$ cat config.mk
export PLATFORM = sky130hd
export DESIGN_NAME = keypad_cmd_decoder
export DESIGN_NICKNAME = d
export VERILOG_FILES = /design/src/rtl/keypad_cmd_decoder.sv
export SDC_FILE = /design/constraint.sdc
export NUM_CORES = 1
export LEC_CHECK = 0
export CAP_MARGIN = 20
export CORE_MARGIN = 2
export CORE_UTILIZATION = 58
export DETAILED_ROUTE_END_ITERATION = 6
export PLACE_DENSITY_LB_ADDON = 0.25
export SYNTH_ARGS = -nofsm -noshare
export SYNTH_HDL_FRONTEND = slang
export SYNTH_SLANG_ARGS = --single-unit
$ cat constraint.sdc
create_clock -name clk -period 3.7 [get_ports clk]
set_clock_uncertainty 0.15 [all_clocks]
set_input_delay 0.37 -clock clk [delete_from_list [all_inputs] [get_ports clk]]
set_output_delay 0.37 -clock clk [all_outputs]
set_load 0.01 [all_outputs]
$ cat src/rtl/keypad_cmd_decoder.sv
// Keypad front end for the 2048 core: synchronise, debounce and qualify one key press into one
// move/new-game command on a valid/ready handshake. Define KEYPAD_AUTOREPEAT_EN for held-key repeat.
module keypad_cmd_decoder #(
    parameter int unsigned DEBOUNCE_CYCLES = 4,
    parameter int unsigned RELEASE_CYCLES  = 4,
    parameter int unsigned REPEAT_CYCLES   = 64
) (
    input  logic        clk,
    input  logic        rst_n,
    input  logic [11:0] keypadPressed,
    input  logic        cmd_ready,
    output logic        cmd_valid,
    output logic [2:0]  cmd_code,
    output logic        cmd_dropped,
    output logic        key_busy
);

    typedef enum logic [1:0] {StIdle, StDebounce, StHeld, StRelease} state_e;

    localparam logic [15:0] DebTarget = DEBOUNCE_CYCLES[15:0];
    localparam logic [15:0] RelTarget = RELEASE_CYCLES[15:0];

    logic [11:0] sync1_q, sync2_q;
    state_e      state_q, state_d;
    logic [15:0] cnt_q, cnt_d, cnt_inc;
    logic [11:0] pat_q, pat_d;
    logic        key_valid, key_zero, same_pat;
    logic [2:0]  key_code;
    logic        emit;
    logic        cmd_valid_q, cmd_valid_d;
    logic [2:0]  cmd_code_q, cmd_code_d;
    logic        dropped_q, dropped_d;

`ifdef KEYPAD_AUTOREPEAT_EN
    localparam logic [15:0] RepTarget = REPEAT_CYCLES[15:0];
    logic [15:0] rep_q, rep_d;
`else
    logic unused_repeat;
    assign unused_repeat = ^REPEAT_CYCLES;
`endif

    always_ff @(posedge clk or negedge rst_n) begin
        if (!rst_n) begin
            sync1_q <= '0;
            sync2_q <= '0;
        end else begin
            sync1_q <= keypadPressed;
            sync2_q <= sync1_q;
        end
    end

    // Case-equality keeps X/Z on the key lines decoding as "no key".
    always_comb begin
        key_valid = 1'b1;
        key_code  = 3'd0;
        if (sync2_q === 12'h002) begin
            key_code = 3'd0;
        end else if (sync2_q === 12'h080) begin
            key_code = 3'd1;
        end else if (sync2_q === 12'h008) begin
            key_code = 3'd2;
        end else if (sync2_q === 12'h020) begin
            key_code = 3'd3;
        end else if (sync2_q === 12'h200) begin
            key_code = 3'd4;
        end else begin
            key_valid = 1'b0;
        end
    end

    assign key_zero = (sync2_q === 12'h000);
    assign same_pat = key_valid && (sync2_q === pat_q);
    assign cnt_inc  = cnt_q + 16'd1;

    always_comb begin
        state_d = state_q;
        cnt_d   = cnt_q;
        pat_d   = pat_q;
        emit    = 1'b0;
`ifdef KEYPAD_AUTOREPEAT_EN
        rep_d   = rep_q;
`endif
        unique case (state_q)
            StIdle: begin
                if (key_valid) begin
                    pat_d = sync2_q;
                    cnt_d = 16'd1;
                    if (DebTarget <= 16'd1) begin
                        emit    = 1'b1;
                        state_d = StHeld;
                    end else begin
                        state_d = StDebounce;
                    end
                end
            end
            StDebounce: begin
                if (same_pat) begin
                    cnt_d = cnt_inc;
                    if (cnt_inc >= DebTarget) begin
                        emit    = 1'b1;
                        state_d = StHeld;
                    end
                end else begin
                    cnt_d   = 16'd0;
                    state_d = StIdle;
                end
            end
            StHeld: begin
`ifdef KEYPAD_AUTOREPEAT_EN
                if (same_pat) begin
                    if (rep_q + 16'd1 >= RepTarget) begin
                        emit  = 1'b1;
                        rep_d = 16'd0;
                    end else begin
                        rep_d = rep_q + 16'd1;
                    end
                end else begin
                    rep_d = 16'd0;
                end
`endif
                if (key_zero) begin
                    if (RelTarget <= 16'd1) begin
                        cnt_d   = 16'd0;
                        state_d = StIdle;
                    end else begin
                        cnt_d   = 16'd1;
                        state_d = StRelease;
                    end
                end
            end
            StRelease: begin
                if (key_zero) begin
                    if (cnt_inc >= RelTarget) begin
                        cnt_d   = 16'd0;
                        state_d = StIdle;
                    end else begin
                        cnt_d = cnt_inc;
                    end
                end else begin
                    cnt_d   = 16'd0;
                    state_d = StHeld;
                end
            end
            default: begin
                cnt_d   = 16'd0;
                state_d = StIdle;
            end
        endcase
    end

    // A new command may replace the pending one only in the cycle it is being consumed.
    always_comb begin
        cmd_valid_d = cmd_valid_q;
        cmd_code_d  = cmd_code_q;
        dropped_d   = dropped_q;
        if (cmd_valid_q && cmd_ready) begin
            cmd_valid_d = 1'b0;
        end
        if (emit) begin
            if (!cmd_valid_q || cmd_ready) begin
                cmd_valid_d = 1'b1;
                cmd_code_d  = key_code;
            end else begin
                dropped_d = 1'b1;
            end
        end
    end

    always_ff @(posedge clk or negedge rst_n) begin
        if (!rst_n) begin
            state_q     <= StIdle;
            cnt_q       <= '0;
            pat_q       <= '0;
            cmd_valid_q <= 1'b0;
            cmd_code_q  <= 3'd0;
            dropped_q   <= 1'b0;
        end else begin
            state_q     <= state_d;
            cnt_q       <= cnt_d;
            pat_q       <= pat_d;
            cmd_valid_q <= cmd_valid_d;
            cmd_code_q  <= cmd_code_d;
            dropped_q   <= dropped_d;
        end
    end

`ifdef KEYPAD_AUTOREPEAT_EN
    always_ff @(posedge clk or negedge rst_n) begin
        if (!rst_n) begin
            rep_q <= '0;
        end else begin
            rep_q <= rep_d;
        end
    end
`endif

    assign cmd_valid   = cmd_valid_q;
    assign cmd_code    = cmd_code_q;
    assign cmd_dropped = dropped_q;
    assign key_busy    = (state_q != StIdle);

endmodule

Word-level counts from Yosys, hierarchy flattened
Cells that the tools add are included.
{"block": "word_totals", "reg_bits": 59, "latch_bits": 0, "mem_bits_rw": 0, "romBits": 0, "input_bits": 15, "n_memories": 0}
{"block": "classes", "add_sub_neg": 1, "n_mul": 0, "n_div": 0, "order_cmp": 1, "eq_ne": 14, "n_shift": 0, "muxes": 29, "bitwise_logic": 1, "n_reduce_logical": 11}
{"operator": "16-bit two-way mux", "n": 5}
{"operator": "16-bit case mux with 4 select lines", "n": 1}
{"operator": "16-bit by 1-bit adder with 16-bit output, second input constant", "n": 1}
{"operator": "16-bit by 3-bit >= comparator with 1-bit output, second input constant", "n": 1}
{"operator": "3-bit two-way mux", "n": 5}
{"operator": "12-bit by 1-bit === test with 1-bit output, second input constant", "n": 1}
{"operator": "12-bit by 10-bit === test with 1-bit output, second input constant", "n": 1}
{"operator": "12-bit === test", "n": 1}
{"operator": "12-bit by 2-bit === test with 1-bit output, second input constant", "n": 1}
{"operator": "12-bit by 4-bit === test with 1-bit output, second input constant", "n": 1}
{"operator": "12-bit by 6-bit === test with 1-bit output, second input constant", "n": 1}
{"operator": "12-bit by 8-bit === test with 1-bit output, second input constant", "n": 1}
{"operator": "2-bit two-way mux", "n": 6}
{"operator": "1-bit two-way mux", "n": 11}
{"operator": "2-bit case mux with 4 select lines", "n": 1}
{"operator": "2-bit AND reduction", "n": 4}
{"operator": "3-bit != test, second input constant", "n": 2}
{"operator": "2-bit equality test, second input constant", "n": 2}
{"operator": "2-bit != test, second input constant", "n": 2}
{"operator": "4-bit AND reduction", "n": 1}
{"operator": "2-bit by 1-bit equality test with 1-bit output, second input constant", "n": 1}
{"operator": "1-bit logical AND", "n": 2}
{"operator": "2-bit zero test", "n": 1}
{"operator": "2-bit nonzero test", "n": 1}
{"operator": "other kinds (3)", "n": 3}

Logic depth before layout (Yosys ltp)
{"block": "depth", "word_depth": 10, "depth_mapped": 10, "ltp_nobuf": 8}

Worst setup path after synthesis
OpenSTA, ideal clock, no wires.
{"block": "synth_path", "path_type": "register to register", "start": "register cnt_q[0]", "end": "register cmd_code_q[0], in the netlist cmd_code[0]", "arrival_ps": 2262, "setup_slack_ps": 1163, "stages_incl_launch_ff": 10, "path_buffers": 1, "path_cell_list": "dfrtp_1 ha_1 clkbuf_2 and3_1 nand4_1 mux2i_1 o21ai_1 and3_4 nor4b_4 mux2_2"}
{"block": "synth_between", "elab_chain_len": 6}
{"item": "from (decl)", "line_no": "25", "source": "logic [15:0] cnt_q, cnt_d, cnt_inc;"}
{"item": "from (signal assigned)", "line_no": "179", "source": "cnt_q <= cnt_d;"}
{"item": "16-bit by 1-bit adder with 16-bit output", "line_no": "73", "source": "assign cnt_inc = cnt_q + 16'd1;"}
{"item": "16-bit by 3-bit >= comparator with 1-bit output", "line_no": "99", "source": "if (cnt_inc >= DebTarget) begin"}
{"item": "1-bit two-way mux", "line_no": "99"}
{"item": "1-bit two-way mux", "line_no": "97", "source": "if (same_pat) begin"}
{"item": "1-bit two-way mux", "line_no": "83", "source": "unique case (state_q)"}
{"item": "2-bit AND reduction (no line)"}
{"item": "to (signal assigned)", "line_no": "182", "source": "cmd_code_q <= cmd_code_d;"}
{"item": "to (decl)", "line_no": "31", "source": "logic [2:0] cmd_code_q, cmd_code_d;"}
No other way between the ends.
A chain may end at the register's enable or synchronous reset.

Worst setup path after layout
{"block": "layout_path", "start": "register cnt_q[0]", "end": "register cmd_code_q[1], in the netlist cmd_code[1]"}
Same word-level chain as after synthesis.

==> impl_metrics.env <==
export IMPL_synth_edf_count=0
export IMPL_htree_num_levels=3
export IMPL_std_cell_rows=25
export IMPL_ys_ff_latch=59
export IMPL_dr_total_vias=2029
export IMPL_drt_iter0_drc=125
export IMPL_place_inst=343
export IMPL_layout_setup_ws_ns=0.860
export IMPL_cts_tree="yes"
export IMPL_cp_endpoint="cmd_code[1]$_DFFE_PN0P_"
export IMPL_ir_worst_vdd_uv=340
export IMPL_root_buffer="clkbuf_8"
export IMPL_antenna_left=0
export IMPL_critPathLaunch="cnt_q[0]$_DFFE_PN0P_"
export IMPL_hold_violations=0
export IMPL_die_h_um=75.3
export IMPL_dp_hpwl_um=3590
export IMPL_path_clk_slew_ns=0.07
export IMPL_grt_max_degree=39
export IMPL_ios=21
export IMPL_cp_end_kind="flip-flop"
export IMPL_avgRoutedWirePerCell_um=14.7
export IMPL_post_cts_buffers=0
export IMPL_power_mw=1.27
export IMPL_relSlewSlack=0.621
export IMPL_yosysSeqAreaShare=0.500
export IMPL_worstMarginPinSlew_ns=0.564
export IMPL_cp_arrival_ns=2.91
export IMPL_syn_instance_count=271
export IMPL_cts_resized=0
export IMPL_worstRegToRegCells=8
export IMPL_grt_use_total=0.215
export IMPL_drc_errors=0
export IMPL_synth_async_reset_ratio=1.00
export IMPL_synthDistinctLibCells=59
export IMPL_rsz0062_at_grt="false"
export IMPL_antenna_found_initial=0
export IMPL_via_per_inst=5.64
export IMPL_status="finished, final reports clean"
export IMPL_finalCriticalPeriod_ns=2.84
export IMPL_fmax_mhz=352
export IMPL_port_buffer_count=20
export IMPL_period_share=0.768
export IMPL_critPathKind="flip-flop to flip-flop"
export IMPL_r2r_end="cmd_code[1]$_DFFE_PN0P_"
export IMPL_cts_hold_buffers=1
export IMPL_post_place_ws_ns=0.898
export IMPL_crit_required_ns=3.77
export IMPL_cts_buffer_depth=2
export IMPL_fillerInstances=378
export IMPL_r2r_slack_ns=0.86
export IMPL_cp_max_fo=9
export IMPL_area_growth_pct=13.1
export IMPL_synth_ff_type="dfrtp_1"
export IMPL_critPathLaunchType="flip-flop"
export IMPL_utilization=0.692
export IMPL_grt_pass1_vias=1924
export IMPL_drive_gt1_frac=0.157
export IMPL_setup_viol=0
export IMPL_worstSkewPairLatency_ns=0.34
export IMPL_cts_sinks=59
export IMPL_setup_tns_ns=0
export IMPL_syn_num_nets=287
export IMPL_maxCapViolCount=0
export IMPL_numCtsBuffers=9
export IMPL_fin_hold_ws_ns=0.197
export IMPL_die_area_sq_um=5670
export IMPL_placed_area_sq_um=3140
export IMPL_grt_pass1_wl_um=9050
export IMPL_slew_viol_final=0
export IMPL_core_area_sq_um=4820
export IMPL_min_path_type="flip-flop to flip-flop"
export IMPL_grt_overflow=0
export IMPL_diodes=0
export IMPL_start_util=0.612
export IMPL_nNetsFinal=304
export IMPL_place_gp_congestion=0.798
export IMPL_syn_area_sq_um=2950
export IMPL_p_per_area_nw_per_um2=381
export IMPL_yosysWarnings=0
export IMPL_drt_wl_total_um=5290
export IMPL_dr_pass1_iters=4
export IMPL_r2r_start="cnt_q[0]$_DFFE_PN0P_"
export IMPL_final_cells=360
export IMPL_p_leak_nw=1.52
export IMPL_fp_dieW_um=75.3
export IMPL_design_area_sq_um=3340
export IMPL_syn_area_per_cell_sq_um=10.9
worst min path at each step:
stage                    startpoint                      end  cells past startpoint
4_1_cts        sync1_q[2]$_DFF_PN0_     sync2_q[2]$_DFF_PN0_                      0
5_1_grt        sync1_q[6]$_DFF_PN0_     sync2_q[6]$_DFF_PN0_                      0
3_5_place_dp   sync1_q[2]$_DFF_PN0_     sync2_q[2]$_DFF_PN0_                      0
3_3_place_gp   sync1_q[2]$_DFF_PN0_     sync2_q[2]$_DFF_PN0_                      0
2_1_floorplan                 rst_n  cmd_code[0]$_DFFE_PN0P_                      0
6_report       sync1_q[8]$_DFF_PN0_     sync2_q[8]$_DFF_PN0_                      0
critical path: stages, from the launching register on:
cell	delay, ns
dfrtp_1	0.46
ha_1	0.34
and3_1	0.23
nand4_1	0.23
mux2i_1	0.22
o21ai_1	0.15
and3_4	0.21
nor4b_4	0.36
mux2_2	0.37
cells in the mapped netlist, types with 5 or more instances:
cell type	count	area, sq um
a21o_1	7	52.6
a21oi_1	9	45.0
nand2_1	16	60.1
nand4_1	6	37.5
nor4_1	6	37.5
nor2b_1	8	50.1
o21ai_0	10	50.1
nor2_1	14	52.6
nand3_1	7	35.0
dfrtp_1	59	1480
nor3b_1	5	37.5
nor3_1	9	45.0
mux2_2	8	90.1
and3_1	6	37.5
nand2b_1	7	43.8
xor2_1	13	114
buf_2	5	25.0
registers in the layout, indices dropped and copies added (netlist names):
register and flops:
sync1_q 12, pat_q 12, cmd_dropped 1, sync2_q 12
state_q 2, cmd_valid 1, cnt_q 16, cmd_code 3
cell type report:
cell class              count  area [sq um]  share of cell area
well taps                  67          83.8              0.0251
multi-input cells         191          1360               0.406
flip-flops and latches     59          1480               0.443
repair buffers             23           220              0.0660
clock buffers              10           138              0.0413
inverters                   4          15.0             0.00450
clock inverters             6          47.5              0.0143
cell usage in the layout, fill, tap and decap left out, types with 8 or more instances in the layout:
cell             Yosys  routed
mux2_2               8       8
o21ai_0             10      10
nor2_1              14      14
clkbuf_8             0      10
nor3_1               9       9
dfrtp_1             59      59
nor2b_1              8       8
xor2_1              13      13
nand2_1             16      16
a21oi_1              9       9
clkdlybuf4s50_1      0      19
routing by layer:
layer,wire (um),track usage,vias to the layer above,share of wire
met5,0,0,-,0
met4,57,0.0565,0,0.011
met3,275,0.0754,7,0.052
met2,2270,0.302,54,0.43
met1,2680,0.319,965,0.51
li1,-,-,1003,-
cells by family after synthesis:
| logic type | Yosys count | synth area share |
|---|---|---|
| mux | 9 | 0.0339 |
| compound gates | 54 | 0.142 |
| fa+ha+maj | 1 | 0.00424 |
| buf+inv | 21 | 0.0424 |
| flops | 59 | 0.500 |
| xor+xnor | 17 | 0.0505 |
| simple gates | 110 | 0.226 |
where the power goes:
| part | internal [mW] | switching, mW |
|---|---|---|
| sequential | 0.661 | 0.0173 |
| combinational | 0.0254 | 0.0255 |
| clock | 0.268 | 0.274 |
| total | 0.954 | 0.317 |
No activity file was read; power rests on OpenSTA's default activity.
